==> src/rtl/regfile_write_arbiter_if.sv <==
// Bundle between the two writeback requesters (A: ALU, B: load return), the
// write arbiter and the regfile write port. The arbiter uses the master view.
interface regfile_write_arbiter_if;
    logic        a_valid;
    logic [2:0]  a_num;
    logic [15:0] a_data;
    logic        a_ready;
    logic        b_valid;
    logic [2:0]  b_num;
    logic [15:0] b_data;
    logic        b_ready;
    logic        write;
    logic [2:0]  writenum;
    logic [15:0] writedata;
    logic        squash;
    logic [7:0]  pend_mask;

    modport master (
        input  a_valid, a_num, a_data, b_valid, b_num, b_data,
        output a_ready, b_ready, write, writenum, writedata, squash, pend_mask
    );

    modport slave (
        output a_valid, a_num, a_data, b_valid, b_num, b_data,
        input  a_ready, b_ready, write, writenum, writedata, squash, pend_mask
    );
endinterface

==> src/rtl/regfile_write_arbiter.sv <==
// Two-requester arbiter for the single regfile write port with a registered
// output stage and a pending-write mask. Optional B anti-starvation: WRARB_FAIRNESS_EN.
module regfile_write_arbiter #(
    parameter int STARVE_LIMIT = 4
) (
    input  logic                           clk,
    input  logic                           rst,
    regfile_write_arbiter_if.master        wr_if
);

    localparam logic [2:0] LIMIT = 3'(STARVE_LIMIT);

    logic        b_prio;
    logic        a_ready;
    logic        b_ready;
    logic        a_fire;
    logic        b_fire;

    logic        write_q,     write_d;
    logic [2:0]  writenum_q,  writenum_d;
    logic [15:0] writedata_q, writedata_d;
    logic        squash_q,    squash_d;

`ifdef WRARB_FAIRNESS_EN
    logic [2:0]  starve_q, starve_d;

    always_comb begin
        b_prio   = wr_if.b_valid && (starve_q == LIMIT);
        starve_d = starve_q;
        if (b_fire) begin
            starve_d = 3'd0;
        end else if (wr_if.b_valid && (starve_q != LIMIT)) begin
            starve_d = starve_q + 3'd1;
        end
    end

    always_ff @(posedge clk) begin
        if (!rst) begin
            starve_q <= 3'd0;
        end else begin
            starve_q <= starve_d;
        end
    end
`else
    logic unused_limit;
    assign unused_limit = ^LIMIT;
    assign b_prio       = 1'b0;
`endif

    // A wins unless B is starved; a same-register B is retired alongside A
    // because A is younger and overwrites it anyway.
    always_comb begin
        a_ready = rst && wr_if.a_valid && !b_prio;
        b_ready = rst && wr_if.b_valid &&
                  (b_prio || !wr_if.a_valid || (wr_if.a_num == wr_if.b_num));
        a_fire  = wr_if.a_valid && a_ready;
        b_fire  = wr_if.b_valid && b_ready;
    end

    always_comb begin
        write_d     = 1'b0;
        writenum_d  = writenum_q;
        writedata_d = writedata_q;
        squash_d    = a_fire && b_fire;
        if (a_fire) begin
            write_d     = 1'b1;
            writenum_d  = wr_if.a_num;
            writedata_d = wr_if.a_data;
        end else if (b_fire) begin
            write_d     = 1'b1;
            writenum_d  = wr_if.b_num;
            writedata_d = wr_if.b_data;
        end
    end

    always_ff @(posedge clk) begin
        if (!rst) begin
            write_q     <= 1'b0;
            writenum_q  <= 3'd0;
            writedata_q <= 16'd0;
            squash_q    <= 1'b0;
        end else begin
            write_q     <= write_d;
            writenum_q  <= writenum_d;
            writedata_q <= writedata_d;
            squash_q    <= squash_d;
        end
    end

    assign wr_if.a_ready   = a_ready;
    assign wr_if.b_ready   = b_ready;
    assign wr_if.write     = write_q;
    assign wr_if.writenum  = writenum_q;
    assign wr_if.writedata = writedata_q;
    assign wr_if.squash    = squash_q;

    for (genvar gi = 0; gi < 8; gi++) begin : g_pend
        assign wr_if.pend_mask[gi] =
            (wr_if.a_valid && (wr_if.a_num == 3'(gi))) ||
            (wr_if.b_valid && (wr_if.b_num == 3'(gi))) ||
            (write_q       && (writenum_q  == 3'(gi)));
    end

endmodule

==> src/flat_wrapper.sv <==
// flat-port wrapper written by rule: the top's interface ports become plain ports
module regfile_write_arbiter_flat 
#(
    parameter int STARVE_LIMIT = 4
)
  (clk, rst, wr_if_a_valid, wr_if_a_num, wr_if_a_data, wr_if_b_valid, wr_if_b_num, wr_if_b_data, wr_if_a_ready, wr_if_b_ready, wr_if_write, wr_if_writenum, wr_if_writedata, wr_if_squash, wr_if_pend_mask);
  regfile_write_arbiter_if wr_if_i ();
  input  logic clk;
  input  logic rst;
  input wire logic [$bits(wr_if_i.a_valid)-1:0] wr_if_a_valid;
  input wire logic [$bits(wr_if_i.a_num)-1:0] wr_if_a_num;
  input wire logic [$bits(wr_if_i.a_data)-1:0] wr_if_a_data;
  input wire logic [$bits(wr_if_i.b_valid)-1:0] wr_if_b_valid;
  input wire logic [$bits(wr_if_i.b_num)-1:0] wr_if_b_num;
  input wire logic [$bits(wr_if_i.b_data)-1:0] wr_if_b_data;
  output wire logic [$bits(wr_if_i.a_ready)-1:0] wr_if_a_ready;
  output wire logic [$bits(wr_if_i.b_ready)-1:0] wr_if_b_ready;
  output wire logic [$bits(wr_if_i.write)-1:0] wr_if_write;
  output wire logic [$bits(wr_if_i.writenum)-1:0] wr_if_writenum;
  output wire logic [$bits(wr_if_i.writedata)-1:0] wr_if_writedata;
  output wire logic [$bits(wr_if_i.squash)-1:0] wr_if_squash;
  output wire logic [$bits(wr_if_i.pend_mask)-1:0] wr_if_pend_mask;
  assign wr_if_i.a_valid = wr_if_a_valid;
  assign wr_if_i.a_num = wr_if_a_num;
  assign wr_if_i.a_data = wr_if_a_data;
  assign wr_if_i.b_valid = wr_if_b_valid;
  assign wr_if_i.b_num = wr_if_b_num;
  assign wr_if_i.b_data = wr_if_b_data;
  assign wr_if_a_ready = wr_if_i.a_ready;
  assign wr_if_b_ready = wr_if_i.b_ready;
  assign wr_if_write = wr_if_i.write;
  assign wr_if_writenum = wr_if_i.writenum;
  assign wr_if_writedata = wr_if_i.writedata;
  assign wr_if_squash = wr_if_i.squash;
  assign wr_if_pend_mask = wr_if_i.pend_mask;
  regfile_write_arbiter #(.STARVE_LIMIT(STARVE_LIMIT)) u_core (.clk(clk), .rst(rst), .wr_if(wr_if_i));
endmodule
==> config.mk <==
export PLATFORM = sky130hd
export DESIGN_NAME = regfile_write_arbiter_flat
export DESIGN_NICKNAME = d
export VERILOG_FILES = /design/src/rtl/regfile_write_arbiter_if.sv /design/src/rtl/regfile_write_arbiter.sv /design/src/flat_wrapper.sv
export SDC_FILE = /design/constraint.sdc
export NUM_CORES = 1
export LEC_CHECK = 0
export BUFFER_PORTS_ARGS = -buffer_cell sky130_fd_sc_hd__buf_4
export CORE_AREA = 10 10 65 67
export DETAILED_ROUTE_END_ITERATION = 16
export DIE_AREA = 0 0 75 77
export PLACE_DENSITY = 0.81
export SKIP_CTS_REPAIR_TIMING = 1
export SLEW_MARGIN = 25
export SYNTH_ARGS = -nofsm -noshare
export SYNTH_HDL_FRONTEND = slang
export SYNTH_SLANG_ARGS = --single-unit
==> constraint.sdc <==
create_clock -name clk -period 3.9 [get_ports clk]
set_input_delay 1.17 -clock clk [delete_from_list [all_inputs] [get_ports clk]]
set_output_delay 1.17 -clock clk [all_outputs]
set_load 0.01 [all_outputs]
* Word level (Yosys, flattened, before mapping)
Cells that the tools add are included.
Widths: inputs -> output; s select.
** Storage, ports and cells
- Register bits after elaboration :: 21
- Output and inout bits :: 31
** Operators by class
- Equal/unequal tests :: 22
- Muxes and demuxes :: 6
- Reduce and logical (&&, ||, !) cells :: 52
** Operator list (count)
- $eq 3x3->1 const B :: 12
- $mux 16 :: 2
- $logic_and 1x1->1 :: 30
- $eq 3x2->1 const B :: 6
- $logic_or 1x1->1 :: 17
- $eq 3x1->1 const B :: 3
- $logic_not 3->1 :: 3
- $mux 3 :: 2
- $eq 3x3->1 :: 1
- $mux 1 :: 2
- $reduce_bool 2->1 :: 1
- $logic_not 1->1 :: 1

* Logic depth before layout (Yosys ltp)
- Depth in word-level cells :: 6
- Depth in mapped cells :: 4
- Mapped depth without buffers :: 2

* Worst setup path before layout
Ideal clock, no wire load.
- Path type :: input-to-output
- Start point :: input wr_if_b_num[0]
- End point :: output wr_if_pend_mask[5]
- Arrival :: 2.022 ns
- Data required time :: 2.730 ns
- Setup slack :: 0.708 ns
- Cell stages on the path :: 3
- Cells stage by stage :: clkbuf_1 -> inv_1 -> o311ai_0
** Between the ends
- Longest elaborated chain between the ends :: 4
** Ends and longest elaborated chain
- start, declared :: RTL line flat_wrapper.sv:14 : input wire logic [$bits(wr_if_i.b_num)-1:0] wr_if_b_num;
- $eq 3x3->1 :: RTL line regfile_write_arbiter.sv:100 : (wr_if.b_valid && (wr_if.b_num == 3'(gi))) ||
- $logic_and 1x1->1 :: RTL line regfile_write_arbiter.sv:100
- $logic_or 1x1->1 :: RTL line regfile_write_arbiter.sv:99 : (wr_if.a_valid && (wr_if.a_num == 3'(gi))) ||
- $logic_or 1x1->1 :: RTL line regfile_write_arbiter.sv:100
- end, declared :: RTL line flat_wrapper.sv:22 : output wire logic [$bits(wr_if_i.pend_mask)-1:0] wr_if_pend_mask;
Every way passes these cells.

* Worst setup path after layout
- Start point :: input wr_if_a_valid
- End point :: output wr_if_pend_mask[2]
** Between the ends
- Longest elaborated chain between the ends :: 3
** Ends and longest elaborated chain
- start, declared :: RTL line flat_wrapper.sv:10 : input wire logic [$bits(wr_if_i.a_valid)-1:0] wr_if_a_valid;
- $logic_and 1x1->1 :: RTL line regfile_write_arbiter.sv:99
- $logic_or 1x1->1 :: RTL line regfile_write_arbiter.sv:99
- $logic_or 1x1->1 :: RTL line regfile_write_arbiter.sv:100
Every way passes these cells.

==> impl_metrics.tcl <==
set metrics [dict create \
    start_util 0.456 \
    tightest_slew_ps 447 \
    slew_headroom 0.702 \
    grt_max_degree 49 \
    area_delta_synth_final_pct 39.1 \
    postPlaceCellArea_um2 1860 \
    rsz0062_at_grt "no" \
    die_w_um 75 \
    drt-total-wl_um 4100 \
    cp-start-kind "input pin" \
    core-area_um2 2980 \
    path_clk_slew_ps 110 \
    synthCells 134 \
    grt_pass1_wl_um 6580 \
    cellPowerDensity_nw_per_um2 270 \
    layout_commonest_cell "buf_4" \
    cts_tree "built" \
    finalSetupTns_ps 0 \
    final_cell_mix "72 x buf_4, 21 x dfxtp_1, 19 x nand2b_1, 19 x o211a_1, 16 x mux2_2" \
    clk_latency_ps 300 \
    die_area_um2 5780 \
    fp.dieH_um 77 \
    via_count 1333 \
    fin_area_um2 1890 \
    hold_violations 0 \
    portBuffers 72 \
    antenna_cells 0 \
    crit_type "input pin to primary output" \
    grt_use_total 0.139 \
    route.detailed.drc 0 \
    synth_top_area_frac 0.310 \
    setup_viol 0 \
    drive_above_1_share 0.487 \
    yosys_warnings 0 \
    cap_viol_max_count 0 \
    overflow 0 \
    syn-num-nets 176 \
    async_flop_share 0 \
    drtIter0Drc 158 \
    dp_hpwl_um 3090 \
    clock_skew_ps 0 \
    cts_made_buffers 3 \
    fmax_mhz 296 \
    seq_area_frac_synth 0.310 \
    ir_drop_v 0.000174 \
    place_congestion 0.862 \
    worst_setup_path_end_kind "primary output" \
    synth_edf_count 0 \
    required_ps 2730 \
    min_period_over_period 0.866 \
    netlist_top_cells_area "dfxtp_1 31%, o211a_1 14%, mux2_2 13%" \
    cts_root_buf "clkbuf_4" \
    num_io_pins 73 \
    path_max_fanout 48 \
    wire_per_inst_um 18.0 \
    ant_nets 0 \
    crit_arrival_ps 2210 \
    row_count 20 \
    status "finished clean" \
    cts_sinks 21 \
    cts_max_level 1 \
    p_leak_nw 0.984 \
    drtPass1Iterations 4 \
    grt_pass1_vias 1369 \
    hold_path.class "flop to flop" \
    synth.avg_cell_area_um2 10.1 \
    ys.flop_type "dfxtp_1" \
    synth_cell_types 29 \
    syn_area_um2 1360 \
    timing.final.crit_period_ps 3380 \
    drv_slew 0 \
    vias_per_cell 5.85 \
    nNetsFinal 238 \
    yosys.area.top_type "dfxtp_1" \
    clock_path_buffers 2 \
    synth_seq_cells 21 \
    antenna_found_initial 0 \
]
[power breakdown]
group / switching (mW) / internal [mW]
clock network: 0.0639 / 0.0398
logic: 0.0673 / 0.0954
registers: 0.0140 / 0.230
[cell families (layout without fill, tap and decap cells)]
group	count (synthesis)	after routing	share of synthesized area
AO/OA/AOI/OAI	27	27	0.194
XOR/XNOR	3	3	0.0194
buffers and inverters	17	78	0.0627
flip-flops	21	21	0.310
multiplexers	19	19	0.166
AND/OR/NAND/NOR	47	47	0.248
[sequential cells by signal, indices dropped and copies added, names as in the netlist]
name and flops:
u_core.wr_if.writedata 16, u_core.wr_if.write 1, u_core.wr_if.squash 1, u_core.wr_if.writenum 3
[routing by layer]
metal,track usage,part of all wire
met1,0.156,0.40
met2,0.239,0.50
met3,0.0515,0.096
met4,0.0341,0.0027
met5,0,0
[worst max-delay path, cell delays in order]
cell,delay [ps]
buf_4,380
nand2b_1,170
o311ai_1,300
buf_4,180
[synth_stat cells (2+ instances only)]
| library cell | number |
|---|---|
| xor2_1 | 3 |
| mux2_2 | 16 |
| nor4b_1 | 3 |
| buf_6 | 2 |
| dfxtp_1 | 21 |
| nor4bb_1 | 3 |
| mux2_4 | 3 |
| o311ai_1 | 2 |
| inv_1 | 2 |
| clkbuf_1 | 7 |
| nand2b_1 | 19 |
| o211a_1 | 19 |
| nand4bb_1 | 2 |
| or3_1 | 2 |
| nand2_1 | 4 |
| or4bb_1 | 2 |
| nand4b_1 | 6 |
| nand3_1 | 2 |
| o211ai_1 | 2 |
| buf_2 | 5 |
[per-stage QoR]
stage               total power [mW]  instances  hold WS [ps]   util  worst slack, ps
floorplan                      0.334        134           650      -              708
CTS                            0.515        228           625  0.634              516
global route                   0.545        228           657  0.634              415
finish                         0.511        228           622  0.634              521
detailed placement             0.413        224           598  0.625              518
global placement               0.407        224           587  0.625              608
[worst paths after layout]
path	startpoint	end	slack [ps]	cells after the start
worst max-delay path	wr_if_a_valid	wr_if_pend_mask[2]	520	4
worst min-delay path	u_core.wr_if.writedata[0]	u_core.wr_if.writedata[0]	620	2
worst max register to register	u_core.wr_if.writenum[0]	u_core.wr_if.writenum[0]	2880	2
worst min register to register	u_core.wr_if.writedata[0]	u_core.wr_if.writedata[0]	620	2
[final cells by class]
class                      instances  area, um2
clock buffer                       4       26.3
sequential                        21        420
timing repair buffer              72        541
inverter                           2       7.51
multi-input combinational         96        852
tap                               33       41.3
fill                             274       1090
(Power assumes the default switching activity.)
